**src/rtl/solution_reader.sv**
```systemverilog
// solution_reader: read-out end of the eight-queen board register.
// Walks the board one column per cycle, decodes each one-hot column word to a
// row index, re-verifies the placement with incremental row / diagonal masks,
// and presents the packed 24-bit result on a valid/ready handshake while
// keeping a saturating count of accepted error-free solutions.
module solution_reader (
  input  logic        clk,
  input  logic        rst,
  input  logic        start,
  input  logic [7:0]  board_row,
  output logic [2:0]  rd_col,
  output logic        busy,
  output logic        sol_valid,
  input  logic        out_ready,
  output logic [23:0] sol_rows,
  output logic        sol_error,
  output logic [2:0]  err_col,
  output logic [7:0]  sol_count
);

  localparam int unsigned N_COLS  = 8;
  localparam int unsigned DIAG_W  = 15;
  localparam logic [2:0]  LAST_COL = 3'd7;
  localparam logic [7:0]  COUNT_MAX = 8'hFF;

  typedef enum logic [1:0] {
    S_IDLE = 2'd0,
    S_READ = 2'd1,
    S_HOLD = 2'd2
  } state_t;

  // Index of the lowest set bit; an all-zero word decodes to row 0.
  function automatic logic [2:0] lsb_index(input logic [7:0] v);
    logic [2:0] idx;
    idx = 3'd0;
    for (int i = 7; i >= 0; i--) begin
      if (v[i]) idx = 3'(i);
    end
    return idx;
  endfunction

  // Exactly one bit set.
  function automatic logic is_onehot(input logic [7:0] v);
    return (v != 8'd0) && ((v & (v - 8'd1)) == 8'd0);
  endfunction

  // Saturating increment of the solution counter.
  function automatic logic [7:0] sat_inc(input logic [7:0] v);
    return (v == COUNT_MAX) ? COUNT_MAX : (v + 8'd1);
  endfunction

  state_t              state_q,     state_d;
  logic [2:0]          rd_col_q,    rd_col_d;
  logic                busy_q,      busy_d;
  logic                sol_valid_q, sol_valid_d;
  logic [23:0]         sol_rows_q,  sol_rows_d;
  logic                sol_error_q, sol_error_d;
  logic [2:0]          err_col_q,   err_col_d;
  logic [7:0]          sol_count_q, sol_count_d;
  logic [N_COLS-1:0]   row_mask_q,  row_mask_d;
  logic [DIAG_W-1:0]   dsum_mask_q, dsum_mask_d;
  logic [DIAG_W-1:0]   ddif_mask_q, ddif_mask_d;

  logic [2:0] row_sel;
  logic [3:0] sum_idx;
  logic [3:0] dif_idx;
  logic       col_fail;

  // Decode the current column word and test it against the masks built so far.
  always_comb begin
    row_sel  = lsb_index(board_row);
    sum_idx  = {1'b0, row_sel} + {1'b0, rd_col_q};
    // r - c + 7 is always within 0..14, so unsigned 4-bit arithmetic is exact.
    dif_idx  = {1'b0, row_sel} + 4'd7 - {1'b0, rd_col_q};
    col_fail = !is_onehot(board_row)
             || row_mask_q[row_sel]
             || dsum_mask_q[sum_idx]
             || ddif_mask_q[dif_idx];
  end

  // Next-state and next-output computation for the read-out FSM.
  always_comb begin
    state_d     = state_q;
    rd_col_d    = rd_col_q;
    busy_d      = busy_q;
    sol_valid_d = sol_valid_q;
    sol_rows_d  = sol_rows_q;
    sol_error_d = sol_error_q;
    err_col_d   = err_col_q;
    sol_count_d = sol_count_q;
    row_mask_d  = row_mask_q;
    dsum_mask_d = dsum_mask_q;
    ddif_mask_d = ddif_mask_q;

    unique case (state_q)
      S_IDLE: begin
        if (start) begin
          state_d     = S_READ;
          rd_col_d    = 3'd0;
          busy_d      = 1'b1;
          sol_error_d = 1'b0;
          err_col_d   = 3'd0;
          row_mask_d  = '0;
          dsum_mask_d = '0;
          ddif_mask_d = '0;
        end
      end

      S_READ: begin
        for (int i = 0; i < N_COLS; i++) begin
          if (rd_col_q == 3'(i)) sol_rows_d[3*i +: 3] = row_sel;
        end
        // Only the first failing column is reported.
        if (col_fail && !sol_error_q) begin
          sol_error_d = 1'b1;
          err_col_d   = rd_col_q;
        end
        // Masks accumulate even for failing columns; the scan never stops early.
        row_mask_d  = row_mask_q  | (8'd1  << row_sel);
        dsum_mask_d = dsum_mask_q | (15'd1 << sum_idx);
        ddif_mask_d = ddif_mask_q | (15'd1 << dif_idx);
        if (rd_col_q == LAST_COL) begin
          state_d     = S_HOLD;
          rd_col_d    = 3'd0;
          sol_valid_d = 1'b1;
        end else begin
          rd_col_d = rd_col_q + 3'd1;
        end
      end

      S_HOLD: begin
        if (out_ready) begin
          if (!sol_error_q) sol_count_d = sat_inc(sol_count_q);
          state_d     = S_IDLE;
          sol_valid_d = 1'b0;
          busy_d      = 1'b0;
        end
      end

      default: begin
        state_d     = S_IDLE;
        rd_col_d    = 3'd0;
        busy_d      = 1'b0;
        sol_valid_d = 1'b0;
      end
    endcase
  end

  // State and registered outputs; reset aborts any scan or pending result.
  always_ff @(posedge clk or posedge rst) begin
    if (rst) begin
      state_q     <= S_IDLE;
      rd_col_q    <= 3'd0;
      busy_q      <= 1'b0;
      sol_valid_q <= 1'b0;
      sol_rows_q  <= 24'd0;
      sol_error_q <= 1'b0;
      err_col_q   <= 3'd0;
      sol_count_q <= 8'd0;
      row_mask_q  <= '0;
      dsum_mask_q <= '0;
      ddif_mask_q <= '0;
    end else begin
      state_q     <= state_d;
      rd_col_q    <= rd_col_d;
      busy_q      <= busy_d;
      sol_valid_q <= sol_valid_d;
      sol_rows_q  <= sol_rows_d;
      sol_error_q <= sol_error_d;
      err_col_q   <= err_col_d;
      sol_count_q <= sol_count_d;
      row_mask_q  <= row_mask_d;
      dsum_mask_q <= dsum_mask_d;
      ddif_mask_q <= ddif_mask_d;
    end
  end

  assign rd_col    = rd_col_q;
  assign busy      = busy_q;
  assign sol_valid = sol_valid_q;
  assign sol_rows  = sol_rows_q;
  assign sol_error = sol_error_q;
  assign err_col   = err_col_q;
  assign sol_count = sol_count_q;

endmodule

```
**config.mk**
```make
export PLATFORM = sky130hd
export DESIGN_NAME = solution_reader
export DESIGN_NICKNAME = d
export VERILOG_FILES = /design/src/rtl/solution_reader.sv
export SDC_FILE = /design/constraint.sdc
export NUM_CORES = 1
export LEC_CHECK = 0
export BUFFER_PORTS_ARGS = -buffer_cell sky130_fd_sc_hd__buf_2
export CORE_ASPECT_RATIO = 1.25
export CORE_MARGIN = 2
export CORE_UTILIZATION = 45
export CTS_BUF_LIST = sky130_fd_sc_hd__clkbuf_16
export DETAILED_ROUTE_END_ITERATION = 12
export PLACE_DENSITY = 0.75
export SETUP_SLACK_MARGIN = 0.5
export SLEW_MARGIN = 10
export SYNTH_ARGS = -nofsm -noshare
export SYNTH_HDL_FRONTEND = slang
export SYNTH_SLANG_ARGS = --single-unit
```
**constraint.sdc**
```tcl
create_clock -name clk -period 3.2 [get_ports clk]
set_input_delay 0.16 -clock clk [delete_from_list [all_inputs] [get_ports clk]]
set_output_delay 0.16 -clock clk [all_outputs]
set_load 0.005 [all_outputs]
```
# Yosys cells after proc, flatten, opt, wreduce, memory -nomap -nowiden
# Index checks and enable logic that the tools add are counted.
word_totals:
  register_bits: 81
  latch_bits: 0
  mem_bits_rw: 0
  mem_bits_ro: 0
  input_bits: 12
  output_inout_bits: 41
  word_cells: 116
  memories: 0
classes:
  n_addsub: 6
  n_mul: 0
  n_div: 0
  n_lt_le_gt_ge: 3
  eq_ne: 14
  n_shift: 3
  muxes: 37
  bitwise_logic: 8
  n_reduce_logical: 27
ops:
  columns: ["cell", "n"]
  rows:
  - ["case mux 15 bit (2 select lines)", 2]
  - ["2-to-1 mux 3 bit", 11]
  - ["bitwise OR 15 bit", 2]
  - ["<< shifter 1 x 4 -> 15 bit, first input constant", 2]
  - ["AND reduction 2 bit", 10]
  - ["2-to-1 mux 8 bit", 2]
  - ["case mux 8 bit (2 select lines)", 1]
  - ["2-to-1 mux 15 bit", 1]
  - ["AND reduction 3 bit", 5]
  - ["== test 3 bit, second input constant", 4]
  - ["less-than comparator 4 x 5 -> 1 bit, second input constant", 2]
  - ["case mux 3 bit (3 select lines)", 1]
  - ["adder 8 x 1 -> 8 bit, second input constant", 1]
  - ["AND 8 bit", 1]
  - ["binary-select mux 1 bit (select 4 bit)", 2]
  - ["== test 8 bit, second input constant", 1]
  - ["logical NOT 8 bit", 1]
  - ["2-to-1 mux 1 bit", 8]
  - ["inequality test 2 bit, second input constant", 4]
  - ["bitwise OR 8 bit", 1]
  - ["nonzero test 8 bit", 1]
  - ["<< shifter 1 x 3 -> 8 bit, first input constant", 1]
  - ["subtractor 8 x 1 -> 8 bit, second input constant", 1]
  - ["== test 3 x 2 -> 1 bit, second input constant", 2]
  - ["21 further kinds", 31]

# Longest topological paths before layout
# Gate-level depths: netlist of run 1.
logic_depth:
  depth_word: 16
  mapped_depth: 14
  mapped_depth_nobuf: 13

# Least setup slack after synthesis of run 1
# Ideal clock, no wire load.
synth_timing:
  kind: "in2reg"
  from: "in board_row[6]"
  to: "reg err_col_q[0] (netlist: err_col[0])"
  setup_ps: 79
  t_arrival_ps: 3529
  required_ps: 3121
  path_slack_ps: -408
  stages: 13
  n_path_buf: 1
  cell_sequence: "nand2b_1 > a2111o_1 > and2_1 > inv_1 > ha_1 > inv_1 > fa_1 > buf_1 > mux4_1 > mux4_2 > a211o_1 > o31ai_4 > mux2i_1"
synth_between:
  elab_chain_len: 15
  elab_cells_between_ends: 28
synth_lines:
  columns: ["item", "line", "rtl"]
  rows:
  - ["start, declared", "10", "input logic [7:0] board_row,"]
  - ["2-to-1 mux 3 bit (*) (7 in a row)", "37", "if (v[i]) idx = 3'(i);"]
  - ["net row_sel[0]", "64", "logic [2:0] row_sel;"]
  - ["adder 3 x 3 -> 4 bit, or another cell as far along", "74", "dif_idx = {1'b0, row_sel} + 4'd7 - {1'b0, rd_col_q};"]
  - ["subtractor 4 x 3 -> 4 bit, or another cell as far along", "74", null]
  - ["binary-select mux 1 bit (select 4 bit), or another cell as far along", "78", "|| ddif_mask_q[dif_idx];"]
  - ["2-to-1 mux 1 bit (not written as such) or logical OR 1 bit (tied branches)", "78, 77", null]
  - ["logical OR 1 bit (*)", "78", null]
  - ["logical AND 1 bit (*)", "114", "if (col_fail && !sol_error_q) begin"]
  - ["inequality test 2 bit (no line) (*)", null, null]
  - ["AND reduction 3 bit (no line) (*)", null, null]
  - ["end signal, assigned", "170", "err_col_q <= err_col_d;"]
  - ["end, declared", "58", "logic [2:0] err_col_q, err_col_d;"]
# The timed path passes the listed nets; every way through them passes the cells marked *. The select of a mux whose other input is x is not followed.
# A chain may end at the register's enable or synchronous reset.

# Worst setup path after layout of run 1
layout_timing:
  from: "in board_row[6]"
  to: "reg err_col_q[2] (netlist: err_col[2])"
# The elaborated chain is that of the path after synthesis.

==> impl_results.md, run 1 <==
* Status: finished, final reports clean
* Final setup viols at 0
* WP data arrival at 3.32 ns
* Ys flop type: dfrtp_1
* Final Util at between 50% and 60%
* Worst Hold Slack at between 0.02 and 0.03 ns
* Largest net degree at the start of global routing at 82
* Row count at 37
* I/O Buffers at 52
* EDFF count, synth at 0
* Synth warn at 0
* FF-to-FF setup slack at ~0.23 ns
* Dpl ws at -0.303 ns
* CP max-delay cell: fa_2
* Sequential fraction of the synthesis area at a little over half
* CTS tree: done
* FF-to-FF End: err_col[2]
* Crit path max fanout at 6
* TritonCTS buffer count at 9
* Placed Instances at roughly 540
* Nets@finish at 481
* Vias per cell at 5.58
* Clock Pin Slew Worst Setup and Hold Paths at around 0.06 ns
* Clock Latency Late Sink at between 0.3 and 0.4 ns
* Layout overhead on the synthesized area at 23.8%
* Worst setup SP type: input pin
* # diodes at 0
* CP most frequent cell: mux4_2
* Rel. slew slack at 34.6%
* Crit Path Category: in2reg
* Total grt overflow at 0
* Vias in the first global route at between 3,000 and 4,000
* Synth Cell Area at around 3900 µm²
* Dpl hpwl at about 6300 µm
* CP required at 3.46 ns
* Critical R2R Launch: rd_col[0]
* Final period util at 95.7%
* CTS sink cnt at just over 80
* Lkg Pwr at roughly 2.4 nW
* FF-to-FF path depth at 10
* Endpoint class of the critical path: flop
* Wire length of the first global-routing pass at 14,500 µm
* Placed cell areas at roughly 4500 µm²
* Hold depth at 2
* Die Y at between 100 and 150 µm
* Die W at 87.2 µm
* Final GP Congestion at roughly 0.9
* Clock Skew at between 0.005 and 0.006 ns
* Syn Area/Cell at ~11 µm²
* Max Cap Violations at 0
* Fmax at between 0.3 and 0.4 GHz
* Initial Util at approximately 47%
* Layout cells sized above 1 at 26.1%
* DRT antenna net count at 0
* Final Cell Area at 4820 µm²
* Initial antenna violation count at 0
* Seq cells post-synth at 81
* Family with the most delay on the worst path: multiplexers
* Longest Clk Path Bufs at 2
* Die area at between 9000 and 10,000 µm²
* Crit path cell chain: buf_6 -> nand2b_4 -> a2111o_1 -> and2_4 -> inv_4 -> ha_4 -> inv_2 -> fa_2 -> mux4_2 -> mux4_2 -> a211o_1 -> o31ai_4 -> mux2i_1
* Placeable Area at ~8300 µm²
* Wirelength per Cell at roughly 16 µm
* Via count at slightly above 3,000
* Fin. max-slew vios at 0
* Min-delay src: out_ready
* Post-Route WL at slightly below 9000 µm
* Maximum vdd drop at around 0.00031 V
* Net Count, Synth at slightly below 400
* Ys async rst share at 100%
* Post-synth cell types at 48
* RSZ-0062 raised after global routing: yes
* Worst-Margin Slew at 0.981 ns
* Total power divided by cell area at 927 nW/µm²
* Post-Layout Cell Count at between 500 and 600
* Top Ports at 53
* Overall Global Routing Usage at around a fifth
* WP buf/inv at 3
* Pre-Repair DR Iteration Count at 4
* Hold EP: state_q[1]
* Hold crit path type: in2reg
* Mapped Cells at about 370
* Initial DRC count at 127
* Slowest Stage Delay on Critical Path at 0.60 ns
* Final hold viol count at 0
* Clk root buf: clkbuf_16
* Min cycle time layout at approximately 3 ns
* Final Worst Setup Slack at ~0.14 ns
* H-tree Lvls at 3
* DRC violations left at 0
-- cells in the final DEF (no fill, tap or decap), types with 3 or more instances in the layout --
cell	count
o21ai_0	44
buf_4	36
xor2_1	5
and3_1	4
nand3_1	8
dfrtp_1	81
ha_1	11
o31ai_1	6
mux2_2	3
nor3_1	5
nor2_1	20
a21o_1	3
clkbuf_16	9
a21oi_1	8
nand2b_1	3
mux4_1	5
a22o_1	15
nand2_1	70
mux2i_1	7
inv_1	12
a32o_1	9
buf_2	51
-- sequential cells by signal (all words and copies together) (netlist names) --
register     cells
ddif_mask_q     15
sol_rows        24
err_col          3
sol_valid        1
rd_col           3
row_mask_q       8
sol_error        1
state_q          2
busy             1
dsum_mask_q     15
sol_count        8
-- power breakdown --
part / switching [W] / total (W) / leakage, nW / internal, W
registers: 0.000236 / 0.00165 / 1.04 / 0.00142
clock network: 0.000389 / 0.000984 / 0.142 / 0.000595
logic: 0.000958 / 0.00183 / 1.21 / 0.000873
-- per-layer routing --
metal,wire (µm),GRT usage (%),part of all wire (%),vias up
li1,-,-,-,1490
met1,3560,23.1,41,1522
met2,4550,34.2,52,70
met3,280,3.13,3.2,19
met4,281,11.1,3.2,0
met5,0,0,0,-
-- cell families after synthesis --
family / share of synthesized area (%)
buffers and inverters: 2.89
adders and majority gates: 5.46
xor gates and xnor gates: 1.35
AOI/OAI and AO/OA: 17.4
DFF: 52.1
and+or+nand+nor: 13.5
muxes: 7.30
-- cell type report --
cell class | instances | area, µm²
multi-input combinational | 259 | 1790
tap | 97 | 121
clock buffer | 9 | 225
sequential | 81 | 2030
inverter | 15 | 60.1
fill | 692 | 3510
clock inverter | 7 | 62.6
timing repair buffer | 88 | 537
-- what timing repair did --
item,in CTS,in global routing
pin swaps,3,1
endpoints found under the hold margin,0,0
hold buffers,0,0
resized for setup,3,1
setup endpoints to repair,4,4
setup buffers,2,1
-- synth_stat cells (all sizes together) (3+ instances only) --
cell type | n | area, µm²
dfrtp | 81 | 2030
nand2 | 70 | 263
o21ai | 44 | 220
nor2 | 20 | 75.1
a22o | 15 | 131
inv | 14 | 52.6
ha | 13 | 163
clkbuf | 10 | 37.5
a32o | 9 | 90.1
a21oi | 8 | 40.0
nand3 | 8 | 40.0
mux2i | 7 | 70.1
mux4 | 7 | 180
o31ai | 7 | 66.3
nor3 | 5 | 25.0
xor2 | 5 | 43.8
and3 | 4 | 25.0
nand2b | 4 | 25.0
a21o | 3 | 22.5
buf | 3 | 18.8
mux2 | 3 | 33.8
-- how the worst max path moves through the flow --
stage / start / end / slack [ns] / cells past startpoint
after floorplan: board_row[6] / err_col[0] / -0.002 / 13
after global placement: board_row[6] / err_col[1] / -0.19 / 13
after detailed placement: board_row[6] / err_col[2] / -0.30 / 13
after CTS: board_row[6] / err_col[2] / 0.1 / 13
after global routing: board_row[6] / err_col[2] / 0.07 / 13
final: board_row[6] / err_col[2] / 0.14 / 13
-- through the flow --
step           setup TNS [ns]  total power [W]
4_1_cts                     0          0.00448
5_1_grt                     0          0.00479
6_report                    0          0.00447
3_5_place_dp            -1.08          0.00347
2_1_floorplan        -0.00721          0.00279
3_3_place_gp           -0.667          0.00339
No activity file was read; power rests on OpenSTA's default activity.
==> run 2, diff against run 1 <==
CORE_UTILIZATION = 40   (was 45)
GPL_ROUTABILITY_DRIVEN = 0   (was not set)
PLACE_DENSITY = 0.69   (was 0.75)
==> impl_results.md, run 2 (synthesized netlist as in run 1, its figures left out) <==
* Endpoint class of the critical path: flop
* Post-Route WL at 8960 µm (+3.4%)
* Final setup viols at 0 (unchanged)
* Crit Path Category: in2reg
* Final Util at 51.6% (-6.2 points)
* Initial DRC count at 138 (+8.7%)
* FF-to-FF End: err_col[2]
* # diodes at 0 (unchanged)
* WP buf/inv at 3 (unchanged)
* Clock Skew at 0.00588 ns (-0.0000269 ns)
* Hold EP: state_q[1]
* Die area at 10,500 µm² (+12%)
* CP required at 3.46 ns (about the same)
* Maximum vdd drop at 0.000321 V (+3.2%)
* Status: finished, final reports clean
* Worst setup SP type: input pin
* Rel. slew slack at 51.8% (+17 points)
* FF-to-FF path depth at 10 (unchanged)
* Wirelength per Cell at 15.2 µm (-2.2%)
* Final hold viol count at 0 (unchanged)
* Dpl ws at -0.306 ns (-0.00304 ns)
* Largest net degree at the start of global routing at 33 (-60%)
* Final Cell Area at 4930 µm² (+2.4%)
* CP most frequent cell: mux4_2
* WP data arrival at 3.31 ns (about the same)
* Min cycle time layout at 3.05 ns (-0.0101 ns)
* Clock Latency Late Sink at 0.34 ns (about the same)
* Placed Instances at 566 (+5.4%)
* Via count at 3,096 (-0.16%)
* Row count at 40 (+8.1%)
* Min-delay src: out_ready
* Dpl hpwl at 6540 µm (+3.4%)
* I/O Buffers at 52 (unchanged)
* Worst-Margin Slew at 0.723 ns (-0.258 ns)
* Total grt overflow at 0 (unchanged)
* Final Worst Setup Slack at 0.149 ns (+0.0101 ns)
* Commonest non-fill, non-tap cell in the layout: dfrtp_1
* DRT antenna net count at 0 (unchanged)
* Die W at 92.2 µm (+5.8%)
* DRC violations left at 0 (unchanged)
* Longest Clk Path Bufs at 2 (unchanged)
* Total power divided by cell area at 949 nW/µm² (+2.4%)
* Fin. max-slew vios at 0 (unchanged)
* Commonest non-fill, non-tap cells in the layout: dfrtp_1 (81), nand2_1 (70), buf_2 (51), o21ai_0 (44), buf_4 (38)
* Placeable Area at 9560 µm² (+15%)
* Placed cell areas at 4530 µm² (+0.81%)
* Setup tns final at 0 ns (unchanged)
* Vias in the first global route at 3,203 (+3.0%)
* Die Y at 114 µm (+5.8%)
* Max Cap Violations at 0 (unchanged)
* Clock Pin Slew Worst Setup and Hold Paths at 0.06 ns (about the same)
* Post-Layout Cell Count at 588 (+5.8%)
* Lkg Pwr at 2.44 nW (+1.8%)
* Nets@finish at 484 (+0.62%)
* RSZ-0062 raised after global routing: yes
* Top Ports at 53 (unchanged)
* Wire length of the first global-routing pass at 15,000 µm (+3.7%)
* Overall Global Routing Usage at 18.3% (-1.5 points)
* Crit path cell chain: buf_6 -> nand2b_4 -> a2111o_1 -> and2_4 -> inv_4 -> ha_4 -> inv_2 -> fa_2 -> mux4_2 -> mux4_2 -> a211o_1 -> o31ai_4 -> mux2i_1
* Critical R2R Launch: rd_col[0]
* Vias per cell at 5.27 (-5.6%)
* CP max-delay cell: fa_2
* Initial Util at 40.7% (-6.0 points)
* Fmax at 0.328 GHz (+0.33%)
* Hold crit path type: in2reg
* Pre-Repair DR Iteration Count at 4 (unchanged)
* CTS tree: done
* TritonCTS buffer count at 9 (unchanged)
* Max reg flops at 24 (unchanged)
* Final period util at 95.3% (-0.31 points)
* FF-to-FF setup slack at 0.20 ns (-0.03 ns)
* Layout cells sized above 1 at 26.8% (+0.70 points)
* Layout overhead on the synthesized area at 26.7%
* Crit path max fanout at 6 (unchanged)
* Clk root buf: clkbuf_16
* CTS sink cnt at 81 (unchanged)
* Family with the most delay on the worst path: multiplexers
* H-tree Lvls at 3 (unchanged)
* Hold depth at 2 (unchanged)
* Initial antenna violation count at 0 (unchanged)
* Slowest Stage Delay on Critical Path at 0.60 ns (about the same)
## run 2: cell count changes in the layout (fill, tap and decap cells not counted), sizes merged
| cell | previous run | this run |
|---|---|---|
| bufinv | 1 | 3 |
| clkinv | 5 | 4 |
| clkinvlp | 1 | 0 |
| buf | 88 | 90 |
| dlygate4sd3 | 0 | 1 |
## run 2: worst max path at each step
stage / startpoint / cells after the start / end / slack (ns)
after floorplan: board_row[6] / 13 / err_col[0] / -0.002
after global placement: board_row[6] / 13 / err_col[1] / -0.20
after detailed placement: board_row[6] / 13 / err_col[2] / -0.31
after CTS: board_row[6] / 13 / err_col[2] / 0.11
after global routing: board_row[6] / 13 / err_col[0] / 0.01
final: board_row[6] / 13 / err_col[2] / 0.15
## run 2: cell type report
| cell class | count | area [µm²] |
|---|---|---|
| sequential | 81 | 2030 |
| inverter | 15 | 60.1 |
| tap | 126 | 158 |
| clock inverter | 7 | 118 |
| multi-input combinational | 259 | 1780 |
| clock buffer | 9 | 225 |
| timing repair buffer | 91 | 562 |
| fill | 837 | 4630 |
## run 2: repair_timing
item	in CTS	in global routing
pin swaps	2	1
resized for setup	3	0
setup buffers	4	1
endpoints found under the hold margin	29	0
hold buffers	1	0
endpoints found under the setup margin	4	4
## run 2: routing by layer
| metal | vias up | routed length [µm] | GRT usage [%] | share of wire (%) |
|---|---|---|---|---|
| met1 | 1512 | 3720 | 20.7 | 41 |
| li1 | 1496 | - | - | - |
| met3 | 26 | 240 | 2.76 | 2.7 |
| met5 | - | 0 | 0 | 0 |
| met2 | 62 | 4630 | 32.3 | 52 |
| met4 | 0 | 369 | 11.5 | 4.1 |
## run 2: where the power goes
part | internal (W) | switching, W | total [W] | leakage, nW
clock network | 0.000763 | 0.000420 | 0.00118 | 0.170
logic | 0.000884 | 0.000966 | 0.00185 | 1.23
registers | 0.00142 | 0.000234 | 0.00165 | 1.04
## run 2: metrics by stage
stage | total power, W | hold WS [ns]
CTS | 0.00471 | 0.0185
global placement | 0.00340 | 0.273
detailed placement | 0.00348 | 0.277
floorplan | 0.00279 | 0.246
finish | 0.00468 | 0.0255
global route | 0.00502 | 0.0330
